===== src/rtl/maxpool_l1_if.sv =====
// Handshake and shared memory-port bundle between the pooling stage and its environment.
// The pooling engine masters the memory port; the slave view belongs to memory/control.
interface maxpool_l1_if #(
    parameter int AW = 12,
    parameter int DW = 20
);
    logic          start;
    logic          busy;
    logic          done;
    logic          crd;
    logic [AW-1:0] caddr_rd;
    logic [DW-1:0] cdata_rd;
    logic          cwr;
    logic [AW-1:0] caddr_wr;
    logic [DW-1:0] cdata_wr;
    logic [2:0]    csel;

    modport master (
        input  start, cdata_rd,
        output busy, done, crd, caddr_rd, cwr, caddr_wr, cdata_wr, csel
    );

    modport slave (
        output start, cdata_rd,
        input  busy, done, crd, caddr_rd, cwr, caddr_wr, cdata_wr, csel
    );
endinterface


===== src/rtl/maxpool_l1.sv =====
// 2x2 stride-2 signed max-pooling of the L0 map into L1 memory over a shared
// read/write port; one output word every six cycles, no back-pressure.
module maxpool_l1 #(
    parameter int         IN_W   = 64,
    parameter int         DW     = 20,
    parameter int         AW     = 12,
    parameter logic [2:0] SEL_RD = 3'b001,
    parameter logic [2:0] SEL_WR = 3'b011
) (
    input  logic         clk,
    input  logic         reset,
    maxpool_l1_if.master bus
);

    localparam int LOG_IN = $clog2(IN_W);
    localparam int OW     = LOG_IN - 1;
    localparam logic [OW-1:0] COORD_LAST = OW'(IN_W / 2 - 1);
    localparam logic [OW-1:0] COORD_ONE  = OW'(1'b1);
    localparam logic [OW-1:0] COORD_ZERO = OW'(1'b0);

    typedef enum logic [2:0] {
        ST_IDLE  = 3'd0,
        ST_READ  = 3'd1,
        ST_LAST  = 3'd2,
        ST_WRITE = 3'd3,
        ST_DONE  = 3'd4
    } state_e;

    // Row 2r+k[1], column 2c+k[0]; IN_W is a power of two so r*IN_W+c is a concatenation.
    function automatic logic [AW-1:0] rd_addr(input logic [OW-1:0] r,
                                              input logic [OW-1:0] c,
                                              input logic [1:0]    k);
        return AW'({r, k[1], c, k[0]});
    endfunction

    // Signed compare; a tie keeps the held value.
    function automatic logic [DW-1:0] smax(input logic [DW-1:0] cand,
                                           input logic [DW-1:0] held);
        return ($signed(cand) > $signed(held)) ? cand : held;
    endfunction

    state_e        state_q, state_d;
    logic [1:0]    k_q, k_d;
    logic [OW-1:0] r_q, r_d;
    logic [OW-1:0] c_q, c_d;
    logic [DW-1:0] max_q, max_d;
    logic          busy_q, busy_d;
    logic          done_q, done_d;
    logic          crd_q, crd_d;
    logic [AW-1:0] caddr_rd_q, caddr_rd_d;
    logic          cwr_q, cwr_d;
    logic [AW-1:0] caddr_wr_q, caddr_wr_d;
    logic [DW-1:0] cdata_wr_q, cdata_wr_d;
    logic [2:0]    csel_q, csel_d;

    logic          last_win_s;
    logic [OW-1:0] r_nxt_s;
    logic [OW-1:0] c_nxt_s;
    logic [DW-1:0] pool_s;

    assign last_win_s = (r_q == COORD_LAST) && (c_q == COORD_LAST);
    assign pool_s     = smax(bus.cdata_rd, max_q);

    // Raster advance of the window coordinates.
    always_comb begin
        r_nxt_s = r_q;
        c_nxt_s = c_q + COORD_ONE;
        if (c_q == COORD_LAST) begin
            r_nxt_s = r_q + COORD_ONE;
            c_nxt_s = COORD_ZERO;
        end else begin
            r_nxt_s = r_q;
        end
    end

    // State register.
    always_ff @(posedge clk or negedge reset) begin
        if (!reset) begin
            state_q <= ST_IDLE;
        end else begin
            state_q <= state_d;
        end
    end

    // Next-state decode.
    always_comb begin
        state_d = state_q;
        case (state_q)
            ST_IDLE: begin
                if (bus.start) state_d = ST_READ;
                else           state_d = ST_IDLE;
            end
            ST_READ: begin
                if (k_q == 2'd3) state_d = ST_LAST;
                else             state_d = ST_READ;
            end
            ST_LAST:  state_d = ST_WRITE;
            ST_WRITE: begin
                if (last_win_s) state_d = ST_DONE;
                else            state_d = ST_READ;
            end
            ST_DONE:  state_d = ST_IDLE;
            default:  state_d = ST_IDLE;
        endcase
    end

    // Output and datapath next values; every port is taken straight from a flop.
    always_comb begin
        k_d        = k_q;
        r_d        = r_q;
        c_d        = c_q;
        max_d      = max_q;
        busy_d     = busy_q;
        done_d     = 1'b0;
        crd_d      = crd_q;
        caddr_rd_d = caddr_rd_q;
        cwr_d      = cwr_q;
        caddr_wr_d = caddr_wr_q;
        cdata_wr_d = cdata_wr_q;
        csel_d     = csel_q;
        case (state_q)
            ST_IDLE: begin
                if (bus.start) begin
                    busy_d     = 1'b1;
                    crd_d      = 1'b1;
                    csel_d     = SEL_RD;
                    k_d        = 2'd0;
                    r_d        = COORD_ZERO;
                    c_d        = COORD_ZERO;
                    caddr_rd_d = rd_addr(COORD_ZERO, COORD_ZERO, 2'd0);
                end else begin
                    busy_d = 1'b0;
                end
            end
            ST_READ: begin
                k_d = k_q + 2'd1;
                if (k_q == 2'd3) begin
                    crd_d = 1'b0;
                end else begin
                    caddr_rd_d = rd_addr(r_q, c_q, k_q + 2'd1);
                end
                // Datum k-1 arrives during READ k; datum 0 seeds the running max.
                if (k_q == 2'd1) begin
                    max_d = bus.cdata_rd;
                end else if (k_q != 2'd0) begin
                    max_d = pool_s;
                end else begin
                    max_d = max_q;
                end
            end
            ST_LAST: begin
                max_d      = pool_s;
                cwr_d      = 1'b1;
                csel_d     = SEL_WR;
                caddr_wr_d = AW'({r_q, c_q});
                cdata_wr_d = pool_s;
            end
            ST_WRITE: begin
                cwr_d = 1'b0;
                if (last_win_s) begin
                    busy_d = 1'b0;
                    done_d = 1'b1;
                    csel_d = 3'b000;
                    r_d    = COORD_ZERO;
                    c_d    = COORD_ZERO;
                end else begin
                    r_d        = r_nxt_s;
                    c_d        = c_nxt_s;
                    k_d        = 2'd0;
                    crd_d      = 1'b1;
                    csel_d     = SEL_RD;
                    caddr_rd_d = rd_addr(r_nxt_s, c_nxt_s, 2'd0);
                end
            end
            ST_DONE: begin
                done_d = 1'b0;
            end
            default: begin
                k_d    = 2'd0;
                r_d    = COORD_ZERO;
                c_d    = COORD_ZERO;
                busy_d = 1'b0;
                crd_d  = 1'b0;
                cwr_d  = 1'b0;
                csel_d = 3'b000;
            end
        endcase
    end

    // Datapath and output registers.
    always_ff @(posedge clk or negedge reset) begin
        if (!reset) begin
            k_q        <= 2'd0;
            r_q        <= COORD_ZERO;
            c_q        <= COORD_ZERO;
            max_q      <= {DW{1'b0}};
            busy_q     <= 1'b0;
            done_q     <= 1'b0;
            crd_q      <= 1'b0;
            caddr_rd_q <= {AW{1'b0}};
            cwr_q      <= 1'b0;
            caddr_wr_q <= {AW{1'b0}};
            cdata_wr_q <= {DW{1'b0}};
            csel_q     <= 3'b000;
        end else begin
            k_q        <= k_d;
            r_q        <= r_d;
            c_q        <= c_d;
            max_q      <= max_d;
            busy_q     <= busy_d;
            done_q     <= done_d;
            crd_q      <= crd_d;
            caddr_rd_q <= caddr_rd_d;
            cwr_q      <= cwr_d;
            caddr_wr_q <= caddr_wr_d;
            cdata_wr_q <= cdata_wr_d;
            csel_q     <= csel_d;
        end
    end

    assign bus.busy     = busy_q;
    assign bus.done     = done_q;
    assign bus.crd      = crd_q;
    assign bus.caddr_rd = caddr_rd_q;
    assign bus.cwr      = cwr_q;
    assign bus.caddr_wr = caddr_wr_q;
    assign bus.cdata_wr = cdata_wr_q;
    assign bus.csel     = csel_q;

endmodule

===== src/flat_wrapper.sv =====
// flat-port wrapper written by rule: the top's interface ports become plain ports
module maxpool_l1_flat 
#(
    parameter int         IN_W   = 64,
    parameter int         DW     = 20,
    parameter int         AW     = 12,
    parameter logic [2:0] SEL_RD = 3'b001,
    parameter logic [2:0] SEL_WR = 3'b011
)
  (clk, reset, bus_start, bus_cdata_rd, bus_busy, bus_done, bus_crd, bus_caddr_rd, bus_cwr, bus_caddr_wr, bus_cdata_wr, bus_csel);
  maxpool_l1_if #(.AW(AW), .DW(DW)) bus_i ();
  input  logic clk;
  input  logic reset;
  input wire logic [$bits(bus_i.start)-1:0] bus_start;
  input wire logic [$bits(bus_i.cdata_rd)-1:0] bus_cdata_rd;
  output wire logic [$bits(bus_i.busy)-1:0] bus_busy;
  output wire logic [$bits(bus_i.done)-1:0] bus_done;
  output wire logic [$bits(bus_i.crd)-1:0] bus_crd;
  output wire logic [$bits(bus_i.caddr_rd)-1:0] bus_caddr_rd;
  output wire logic [$bits(bus_i.cwr)-1:0] bus_cwr;
  output wire logic [$bits(bus_i.caddr_wr)-1:0] bus_caddr_wr;
  output wire logic [$bits(bus_i.cdata_wr)-1:0] bus_cdata_wr;
  output wire logic [$bits(bus_i.csel)-1:0] bus_csel;
  assign bus_i.start = bus_start;
  assign bus_i.cdata_rd = bus_cdata_rd;
  assign bus_busy = bus_i.busy;
  assign bus_done = bus_i.done;
  assign bus_crd = bus_i.crd;
  assign bus_caddr_rd = bus_i.caddr_rd;
  assign bus_cwr = bus_i.cwr;
  assign bus_caddr_wr = bus_i.caddr_wr;
  assign bus_cdata_wr = bus_i.cdata_wr;
  assign bus_csel = bus_i.csel;
  maxpool_l1 #(.IN_W(IN_W), .DW(DW), .AW(AW), .SEL_RD(SEL_RD), .SEL_WR(SEL_WR)) u_core (.clk(clk), .reset(reset), .bus(bus_i));
endmodule

===== config.mk =====
export PLATFORM = sky130hd
export DESIGN_NAME = maxpool_l1_flat
export DESIGN_NICKNAME = d
export VERILOG_FILES = /design/src/rtl/maxpool_l1_if.sv /design/src/rtl/maxpool_l1.sv /design/src/flat_wrapper.sv
export SDC_FILE = /design/constraint.sdc
export NUM_CORES = 1
export LEC_CHECK = 0
export ABC_AREA = 1
export CORE_MARGIN = 2
export CORE_UTILIZATION = 51
export CTS_BUF_LIST = sky130_fd_sc_hd__clkbuf_4
export DETAILED_ROUTE_END_ITERATION = 8
export GPL_ROUTABILITY_DRIVEN = 0
export GPL_TIMING_DRIVEN = 0
export PLACE_DENSITY = 0.76
export SYNTH_ARGS = -nofsm -noshare
export SYNTH_HDL_FRONTEND = slang
export SYNTH_SLANG_ARGS = --single-unit

===== constraint.sdc =====
create_clock -name clk -period 2.9 [get_ports clk]
set_input_delay 0.58 -clock clk [delete_from_list [all_inputs] [get_ports clk]]
set_output_delay 0.58 -clock clk [all_outputs]
set_load 0.005 [all_outputs]

### Word level (Yosys, flattened, before mapping)

Index checks and enable logic that the tools add are counted.

| cells by class | value |
|---|---|
| add/subtract/negate cells | 3 |
| magnitude comparators | 1 |
| equality and inequality tests | 14 |
| multiplexer cells | 35 |
| bitwise gates (word level) | 3 |
| reductions and logical operators | 16 |

Operator list:

| kind | count |
|---|---|
| 20-bit two-way mux | 3 |
| 20-bit case mux with 2 select lines | 1 |
| 12-bit two-way mux | 3 |
| 12-bit case mux with 3 select lines | 1 |
| 5-bit case mux with 3 select lines | 2 |
| 5-bit two-way mux | 5 |
| 3-bit case mux with 4 select lines | 2 |
| 20-bit > comparator | 1 |
| 5-bit by 1-bit adder with 5-bit output, second input constant | 2 |
| 5-bit equality test, second input constant | 2 |
| 1-bit two-way mux | 9 |
| 2-bit case mux with 4 select lines | 1 |
| 2-bit AND reduction | 4 |
| 4-bit AND reduction | 2 |
| 3-bit by 2-bit equality test with 1-bit output, second input constant | 2 |
| 2-bit two-way mux | 3 |
| 3-bit two-way mux | 2 |
| 2-bit != test, second input constant | 3 |
| 3-bit OR reduction | 2 |
| 2-bit by 1-bit != test with 1-bit output, second input constant | 2 |
| 1-bit case mux with 4 select lines | 1 |
| 2-bit nonzero test | 2 |
| 2-bit OR reduction | 2 |
| 3-bit by 1-bit equality test with 1-bit output, second input constant | 1 |
| other kinds (12) | 14 |

| storage, ports and cells | value |
|---|---|
| register bits after elaboration | 84 |
| bits of input ports | 23 |
| output and inout port bits | 51 |
| word-level logic and storage cells | 85 |

### Depth between registers and ports, before layout

Gate-level depths: netlist (run 1).

| logic depth | value |
|---|---|
| depth in word-level cells | 5 |
| gate-level depth with buffers | 17 |
| mapped depth without buffers | 16 |

### Worst setup path before layout (run 1)

No wires, ideal clock.

| timing | value |
|---|---|
| path type | input to register |
| start | input port bus_cdata_rd[19] |
| end | register u_core.max_q[0] |
| setup time | 0.116 ns |
| data arrival time | 1.943 ns |
| required time | 2.784 ns |
| path slack | 0.841 ns |
| stages on the path | 14 |
| path buffers | 1 |
| cells stage by stage | ha_1 > nand2_1 > inv_1 > nand2_1 > nand2_1 > a21oi_1 > nand3_2 > nand2_1 > nand3_1 > buf_4 > nand2_1 > nand3_1 > nand2_1 > nand2_1 |

| between the ends | value |
|---|---|
| cells in the longest elaborated chain, start to end | 5 |

Ends and longest elaborated chain:

| item | line | text |
|---|---|---|
| from (decl) | flat_wrapper.sv:15 | `input wire logic [$bits(bus_i.cdata_rd)-1:0] bus_cdata_rd;` |
| 20-bit > comparator * | maxpool_l1.sv:39 | `return ($signed(cand) > $signed(held)) ? cand : held;` |
| 20-bit two-way mux * | maxpool_l1.sv:39 |  |
| 20-bit two-way mux | maxpool_l1.sv:145 | `end else if (k_q != 2'd0) begin` |
| 20-bit two-way mux | maxpool_l1.sv:143 | `if (k_q == 2'd1) begin` |
| 20-bit case mux with 2 select lines * | maxpool_l1.sv:121 | `case (state_q)` |
| to (signal assigned) | maxpool_l1.sv:196 | `max_q <= {DW{1'b0}};` |
| to (signal assigned) | maxpool_l1.sv:209 | `max_q <= max_d;` |
| to (decl) | maxpool_l1.sv:46 | `logic [DW-1:0] max_q, max_d;` |

Mark *: on every way between the ends. The rest lies on a longest branch, timed or not. The select of a mux whose other input is x is not followed.
A chain may end at the register's enable or synchronous reset.

### Final worst setup path (run 1)

| timing | value |
|---|---|
| start | input port bus_cdata_rd[19] |
| end | register u_core.cdata_wr_q[0], in the netlist u_core.bus.cdata_wr[0] |

| between the ends | value |
|---|---|
| cells in the longest elaborated chain, start to end | 2 |

Ends and longest elaborated chain:

| item | line | text |
|---|---|---|
| 20-bit > comparator | maxpool_l1.sv:39 |  |
| 20-bit two-way mux | maxpool_l1.sv:39 |  |
| to (signal assigned) | maxpool_l1.sv:203 | `cdata_wr_q <= {DW{1'b0}};` |
| to (signal assigned) | maxpool_l1.sv:216 | `cdata_wr_q <= cdata_wr_d;` |
| to (decl) | maxpool_l1.sv:53 | `logic [DW-1:0] cdata_wr_q, cdata_wr_d;` |

No other way between the ends.

==> reports/metrics.yaml, run 1 <==
timing:
  max_slew.worst_pin.slew_ns: 0.633
  fin_skew_ns: 0.0214
  max_slew_margin: 0.576
  min_period_over_period: 0.816
  setup-violations-final: 0
  peak_clock_frequency_supported_by_timing_mhz: 423
  slew_violations: 0
  grt_setup_unrepaired: "false"
  hold_viol_final: 0
  layout_min_cycle_time_ns: 2.37
critical_path:
  critical-path-slowest-cell: "clkdlybuf4s50_1"
  worst_path_buffer_plus_inverter_count: 2
  worst_path_most_repeated_cell: "nand2_1"
  path_class: "in2reg"
  critical_path.max_fanout: 10
  crit_path_dat_ns: 2.74
  critical-path-top-delay-family: "simple AND/OR/NAND/NOR gates"
  cp_data_required_time_ns: 3.27
  largest_stage_delay_on_the_critical_path_ns: 0.46
  cp_cell_sequence: "clkdlybuf4s50_1, ha_1, nand2_1, nor2_1, nand2_1, nor2_2, nand2_2, nand3_2, nand2_1, nand3_1, buf_4, nand2_1, nand2_1, nand2_1, nand2_1"
  setup.worst_path.end_class: "flip-flop"
  start_kind: "input port"
layout:
  finalCoreUtilization: 0.646
  drive_above_1_share: 0.0617
  area_growth_syn_to_layout_pct: 22.2
  layout_nets: 758
  antenna_cells: 0
die:
  fp.dieW_microns: 99.5
  io-pin-count: 74
  fp.dieArea_sq_mm: 0.00990
  initial_core_util: 0.528
  floorplan.core_area_sq_mm: 0.00881
  placement_rows: 34
  die_height_microns: 99.5
cts:
  cts-root-buf: "clkbuf_4"
  post_cts_buffers: 0
  post_cts_resized: 0
  cts.clk_slew.worst_paths_ns: 0.14
  clock_sink_count: 83
  clockBufferDepth: 2
  cts_hold_repair.buffers: 0
  cts_inserted_buffers: 9
  insertion_delay_ns: 0.44
  cts_tree: "done"
  htree_levels: 3
drt:
  via_per_inst: 5.15
  vias: 4225
  number_of_nets_with_antenna_violations_after_detailed_routing: 0
  detail_route.drc_violations: 0
  drt_pass1_iterations: 5
  wl_cell_microns: 13.3
  initialDrtViolationCount: 212
  route.final.wire_length_mm: 10.9
logic_synthesis:
  synthMostInstantiatedCell: "nand2_1"
  synth-edff-count: 0
  synth.top_cells.by_area: "dfrtp_1 (45%), nand2_1 (19%), ha_1 (7.3%)"
  synth_cell_types: 32
  ys_warn_count: 0
  number_of_standard_cells_after_synthesis: 624
  post-synth-top-area-fraction: 0.446
  post-synth-top-area-cell: "dfrtp_1"
  ys_async_sr_fraction: 1.00
  ys.flop_type: "dfrtp_1"
  synth_seq_cells: 83
  ys_top_cells_by_count: "nand2_1 (232), dfrtp_1 (83), inv_1 (76), nand3_1 (48), o21ai_0 (41)"
  yosysSeqAreaShare: 0.446
  avg_inst_size_synth_sq_um: 7.46
  synth_area_sq_mm: 0.00465
power_and_ir_drop:
  p_switching_mw: 2.74
  total_power_mw: 6.23
  cell_area_power_density_mw_per_mm2: 1100
  share_comb_of_total_power: 0.563
  p_int_mw: 3.49
  netSwitchingFraction: 0.440
  power_frac_seq: 0.312
  p_leak_nw: 3.06
  power_frac_clock: 0.125
  vdd.ir_drop.worst_mv: 0.694
placement:
  io_buffer_count: 70
  detailedPlacementHpwl_mm: 8.17
global_routing:
  number_of_global_route_vias_before_repair: 3921
  globalRouteOverflowTotal: 0
  antenna_violations_before_repair: 0
  grt_first_pass_wirelength_mm: 18.2
  grt_start_max_net_pins: 62
  grt_use_total: 0.228
min_path:
  hold_path.class: "in2async"
run_status:
  run_status: "finished clean"
flow_run:
  timing.max_cap.violations: 0
[cell type report]
type / count / area, sq um
buffer: 28 / 148
multi-input combinational: 437 / 2140
clock inverter: 6 / 90.1
sequential: 83 / 2080
inverter: 78 / 293
clock buffer: 10 / 75.1
fill: 777 / 3120
timing repair buffer: 71 / 726
tap: 108 / 135
[worst paths after layout]
kind / from / end / slack (ns) / cells past startpoint
min in group clk: u_core.bus.cdata_wr[14] / u_core.bus.cdata_wr[14] / 0.50 / 2
max in group asynchronous: reset / u_core.bus.cdata_wr[5] / 2.28 / 2
max reg2reg: u_core.c_q[0] / u_core.bus.caddr_rd[10] / 0.57 / 13
max: bus_cdata_rd[19] / u_core.bus.cdata_wr[0] / 0.53 / 15
min reg2reg: u_core.bus.cdata_wr[14] / u_core.bus.cdata_wr[14] / 0.50 / 2
min: reset / u_core.bus.caddr_wr[0] / 0.009 / 1
[state kept, by name, indices dropped and copies added, names as in the netlist, 2 cells and up]
name	cells
u_core.bus.csel	2
u_core.k_q	2
u_core.c_q	5
u_core.max_q	20
u_core.bus.cdata_wr	20
u_core.r_q	5
u_core.state_q	3
u_core.bus.caddr_rd	12
u_core.bus.caddr_wr	10
[power by group through the flow]
stage / logic, mW / registers, mW / clock network, mW
after detailed placement: 3.50 / 1.97 / 0
after global routing: 4.00 / 2.01 / 0.829
after floorplan: 2.24 / 1.93 / 0
after CTS: 3.51 / 1.95 / 0.791
final: 3.51 / 1.94 / 0.777
after global placement: 3.40 / 1.95 / 0
[cells by family (layout without fill, tap and decap cells)]
group | Yosys count | in the layout | share of synthesized area
mux | 2 | 2 | 0.00484
fa+ha+maj | 27 | 27 | 0.0726
other cells | 1 | 3 | 0.000806
simple gates | 327 | 327 | 0.288
buf+inv | 106 | 193 | 0.0946
flops | 83 | 83 | 0.446
xor+xnor | 2 | 2 | 0.00377
compound gates | 76 | 76 | 0.0890
[per-layer routing]
layer | GRT usage | share of wire | up-vias
li1 | - | - | 2141
met4 | 0.0727 | 0.020 | 0
met5 | 0 | 0 | -
met3 | 0.0457 | 0.053 | 19
met1 | 0.309 | 0.44 | 1952
met2 | 0.372 | 0.48 | 113
[per-stage QoR]
step           std cells  setup slack [ns]  hold slack (ns)  setup TNS (ns)  instance area, sq um
2_1_floorplan        626             0.841            0.284               0                  4660
3_3_place_gp         804             -1.77            0.464         -146.12                  5500
3_5_place_dp         805            0.0782            0.469               0                  5520
4_1_cts              821             0.558         0.000888               0                  5690
5_1_grt              821             0.331          0.00351               0                  5690
6_report             821             0.535          0.00905               0                  5690
[worst reg2reg max path, stage by stage (launching register included)]
cell	delay, ns
dfrtp_1	0.44
ha_1	0.22
nand2_1	0.10
nor2_1	0.05
ha_1	0.17
buf_2	0.17
nand2_1	0.13
inv_1	0.09
nand2_1	0.14
o21ai_1	0.11
nor2_2	0.18
buf_2	0.24
nor2_1	0.06
a31oi_1	0.16
[cells in the final DEF (no fill, tap or decap), types with 3 or more instances in the layout]
master,count
a31oi_1,7
buf_4,6
o21ai_1,7
clkdlybuf4s50_1,69
dfrtp_1,83
nor2_1,33
inv_1,76
a22oi_1,3
o21ai_0,41
a21oi_1,11
conb_1,3
clkbuf_1,13
buf_2,7
nand2_1,232
clkbuf_4,10
ha_1,27
nand3_1,48
clkinv_4,3
nand4_1,5
nor2_2,3
(Power assumes the default switching activity.)
==> run 2: changes to the inputs <==
--- a/config.mk
+++ b/config.mk
@@ -7,12 +7,12 @@
 export LEC_CHECK = 0
 export ABC_AREA = 1
 export CORE_MARGIN = 2
-export CORE_UTILIZATION = 51
+export CORE_UTILIZATION = 50
 export CTS_BUF_LIST = sky130_fd_sc_hd__clkbuf_4
 export DETAILED_ROUTE_END_ITERATION = 8
 export GPL_ROUTABILITY_DRIVEN = 0
 export GPL_TIMING_DRIVEN = 0
-export PLACE_DENSITY = 0.76
+export PLACE_DENSITY = 0.78
 export SYNTH_ARGS = -nofsm -noshare
 export SYNTH_HDL_FRONTEND = slang
 export SYNTH_SLANG_ARGS = --single-unit
==> constraint.sdc (replaced) <==
create_clock -name clk -period 1.9 [get_ports clk]
set_input_delay 0.38 -clock clk [delete_from_list [all_inputs] [get_ports clk]]
set_output_delay 0.38 -clock clk [all_outputs]
set_load 0.005 [all_outputs]
==> run 2 against run 1 <==
  * Critical endpoint is now u_core.max_q[9]
  * Clock skew is 0.0044 ns lower
  * Setup slack worse by 0.73 ns
  * The run now ends with negative setup slack left
  * Hold slack better by 0.36 ns
  * Utilization is 7.7 points higher
  * Largest power group unchanged
==> reports/metrics.yaml, run 2 (synthesized netlist as in run 1, its figures left out) <==
run_status:
  run_status: "complete, but fails checks"
  failing_checks: "negative setup slack"
placement:
  io_buffer_count: 70  # unchanged
  place_worst_setup_slack_ns: -0.715  # -0.793 ns
  detailed_place.area_sq_mm: 0.00554  # +0.27%
  detailedPlacementHpwl_mm: 8.30  # +1.5%
power_and_ir_drop:
  cell_area_power_density_mw_per_mm2: 1670  # +52%
  p_switching_mw: 5.09  # +86%
  netSwitchingFraction: 0.461  # +0.0212
  share_comb_of_total_power: 0.631  # +0.068
  power_frac_seq: 0.270  # -0.042
  total_power_mw: 11.0  # +77%
  power_frac_clock: 0.099  # -0.026
  vdd.ir_drop.worst_mv: 1.01  # +45%
  p_leak_nw: 3.47  # +13%
  p_int_mw: 5.95  # +71%
timing:
  fin_skew_ns: 0.0170  # -0.00436 ns
  min_period_over_period: 1.10
  slew_violations: 0  # unchanged
  setup-violations-final: 40  # +40
  layout_min_cycle_time_ns: 2.09
  setup_slack_ns: -0.191  # -0.726 ns
  max_slew.worst_pin.slew_ns: 0.530  # -0.103 ns
  fin_setup_tns_ns: -4.74  # -4.74 ns
  peak_clock_frequency_supported_by_timing_mhz: 478
  grt_setup_unrepaired: "true"
  hold_viol_final: 0  # unchanged
  max_slew_margin: 0.647  # +0.0710
critical_path:
  cp_data_required_time_ns: 2.24  # -1.03 ns
  start_kind: "input port"
  crit_path_dat_ns: 2.43  # -0.31 ns
  path_class: "in2reg"
  critical_path.max_fanout: 10  # unchanged
  worst_path_buffer_plus_inverter_count: 2  # unchanged
  cp_cell_sequence: "clkdlybuf4s50_1, ha_1, nand2_2, nor2_2, nand2_2, nor2_4, nand2_2, nand4_1, nand3_2, buf_6, nand2_1, nand3_1, nand2_1, nand2_1"
  setup.worst_path.end_class: "flip-flop"
  critical-path-slowest-cell: "clkdlybuf4s50_1"
  largest_stage_delay_on_the_critical_path_ns: 0.51  # +0.05 ns
  critical-path-top-delay-family: "simple AND/OR/NAND/NOR gates"
global_routing:
  grt_start_max_net_pins: 50  # -19%
  number_of_global_route_vias_before_repair: 4441  # +13%
  grt_first_pass_wirelength_mm: 20.7  # +14%
  globalRouteOverflowTotal: 0  # unchanged
  grt_use_total: 0.257  # +0.0285
  antenna_violations_before_repair: 0  # unchanged
drt:
  initialDrtViolationCount: 285  # +34%
  wl_cell_microns: 15.5  # +17%
  detail_route.drc_violations: 0  # unchanged
  route.final.wire_length_mm: 13.5  # +23%
  number_of_nets_with_antenna_violations_after_detailed_routing: 0  # unchanged
  vias: 4716  # +12%
  drt_pass1_iterations: 5  # unchanged
  via_per_inst: 5.44  # +5.7%
cts:
  cts_inserted_buffers: 9  # unchanged
  cts_tree: "done"
  clockBufferDepth: 2  # unchanged
  cts.clk_slew.worst_paths_ns: 0.14  # about the same
  clock_sink_count: 83  # unchanged
  cts-root-buf: "clkbuf_4"
  htree_levels: 3  # unchanged
  insertion_delay_ns: 0.45  # about the same
die:
  fp.dieArea_sq_mm: 0.0101  # +1.9%
  fp.dieW_microns: 100  # +0.95%
  initial_core_util: 0.508  # -0.0200
  die_height_microns: 100  # +0.95%
  placement_rows: 35  # +2.9%
  io-pin-count: 74  # unchanged
  floorplan.core_area_sq_mm: 0.00915  # +3.9%
layout:
  final_area_sq_mm: 0.00662  # +16%
  final_common_cell: "nand2_1"
  antenna_cells: 0  # unchanged
  drive_above_1_share: 0.242  # +0.180
  layout_nets: 801  # +5.7%
  layout_common_cells: "nand2_1 (205), dfrtp_1 (83), inv_1 (68), clkdlybuf4s50_1 (57), buf_4 (44)"
  area_growth_syn_to_layout_pct: 42.2
min_path:
  hold_path.class: "in2reg"
flow_run:
  timing.max_cap.violations: 0  # unchanged
==> run 2: routing by layer <==
metal / wire (microns) / global-route usage
met5: 0 / 0
met4: 365 / 0.0906
met3: 810 / 0.0402
met2: 7000 / 0.434
met1: 5300 / 0.338
==> run 2: cell type report <==
| type | instances | area [sq um] |
|---|---|---|
| Clock inverter | 7 | 75.1 |
| Multi-Input combinational cell | 437 | 2700 |
| Inverter | 78 | 295 |
| Tap cell | 111 | 139 |
| Timing Repair Buffer | 115 | 1080 |
| Fill cell | 649 | 2540 |
| Buffer | 27 | 181 |
| Sequential cell | 83 | 2080 |
| Clock buffer | 9 | 67.6 |
==> run 2: power by group through the flow <==
stage          logic, mW  registers [mW]  clock network (mW)
2_1_floorplan       3.43            2.94                   0
3_3_place_gp        5.16            2.98                   0
3_5_place_dp        5.37            3.01                   0
4_1_cts             6.10            2.96                1.11
5_1_grt             7.71            3.05                1.18
6_report            6.97            2.98                1.10
==> run 2: through the flow <==
| stage | cells | hold WS [ns] | util |
|---|---|---|---|
| after global placement | 807 | 0.464 | 0.602 |
| after global routing | 867 | 0.377 | 0.723 |
| final | 867 | 0.369 | 0.723 |
| after CTS | 852 | 0.430 | 0.675 |
| after detailed placement | 808 | 0.372 | 0.605 |
| after floorplan | 626 | 0.0844 | - |
==> run 2: path summary, 6_finish.rpt <==
path	from	endpoint	slack, ns	cells past startpoint
min in group asynchronous	reset	u_core.bus.caddr_wr[1]	0.42	2
worst max register to register	u_core.max_q[6]	u_core.max_q[9]	-0.17	14
max in group asynchronous	reset	u_core.max_q[2]	0.87	3
worst min-delay path	bus_cdata_rd[5]	u_core.max_q[5]	0.37	5
worst max-delay path	bus_cdata_rd[10]	u_core.max_q[9]	-0.19	14
worst min register to register	u_core.bus.cdata_wr[4]	u_core.bus.cdata_wr[4]	0.50	2
==> run 2: what timing repair did <==
action                                  4_1_cts  5_1_grt
endpoints found under the setup margin       61       64
resized for setup                            80       82
endpoints found under the hold margin        34        0
gates cloned                                  3        0
buffers inserted                             24       16
pin swaps                                    57       17
hold buffers                                  1        0
==> run 2: worst reg2reg max path: stages, from the launching register on <==
cell and delay [ns]:
dfrtp_1 0.41, inv_1 0.07, ha_1 0.28, nand2_2 0.05
nor2_1 0.14, nand2_2 0.09, nor2_4 0.13, nand2_2 0.08
nand4_1 0.10, nand3_2 0.11, buf_6 0.17, nand2_1 0.09
nand3_1 0.09, nand2_1 0.11, nand2_1 0.07
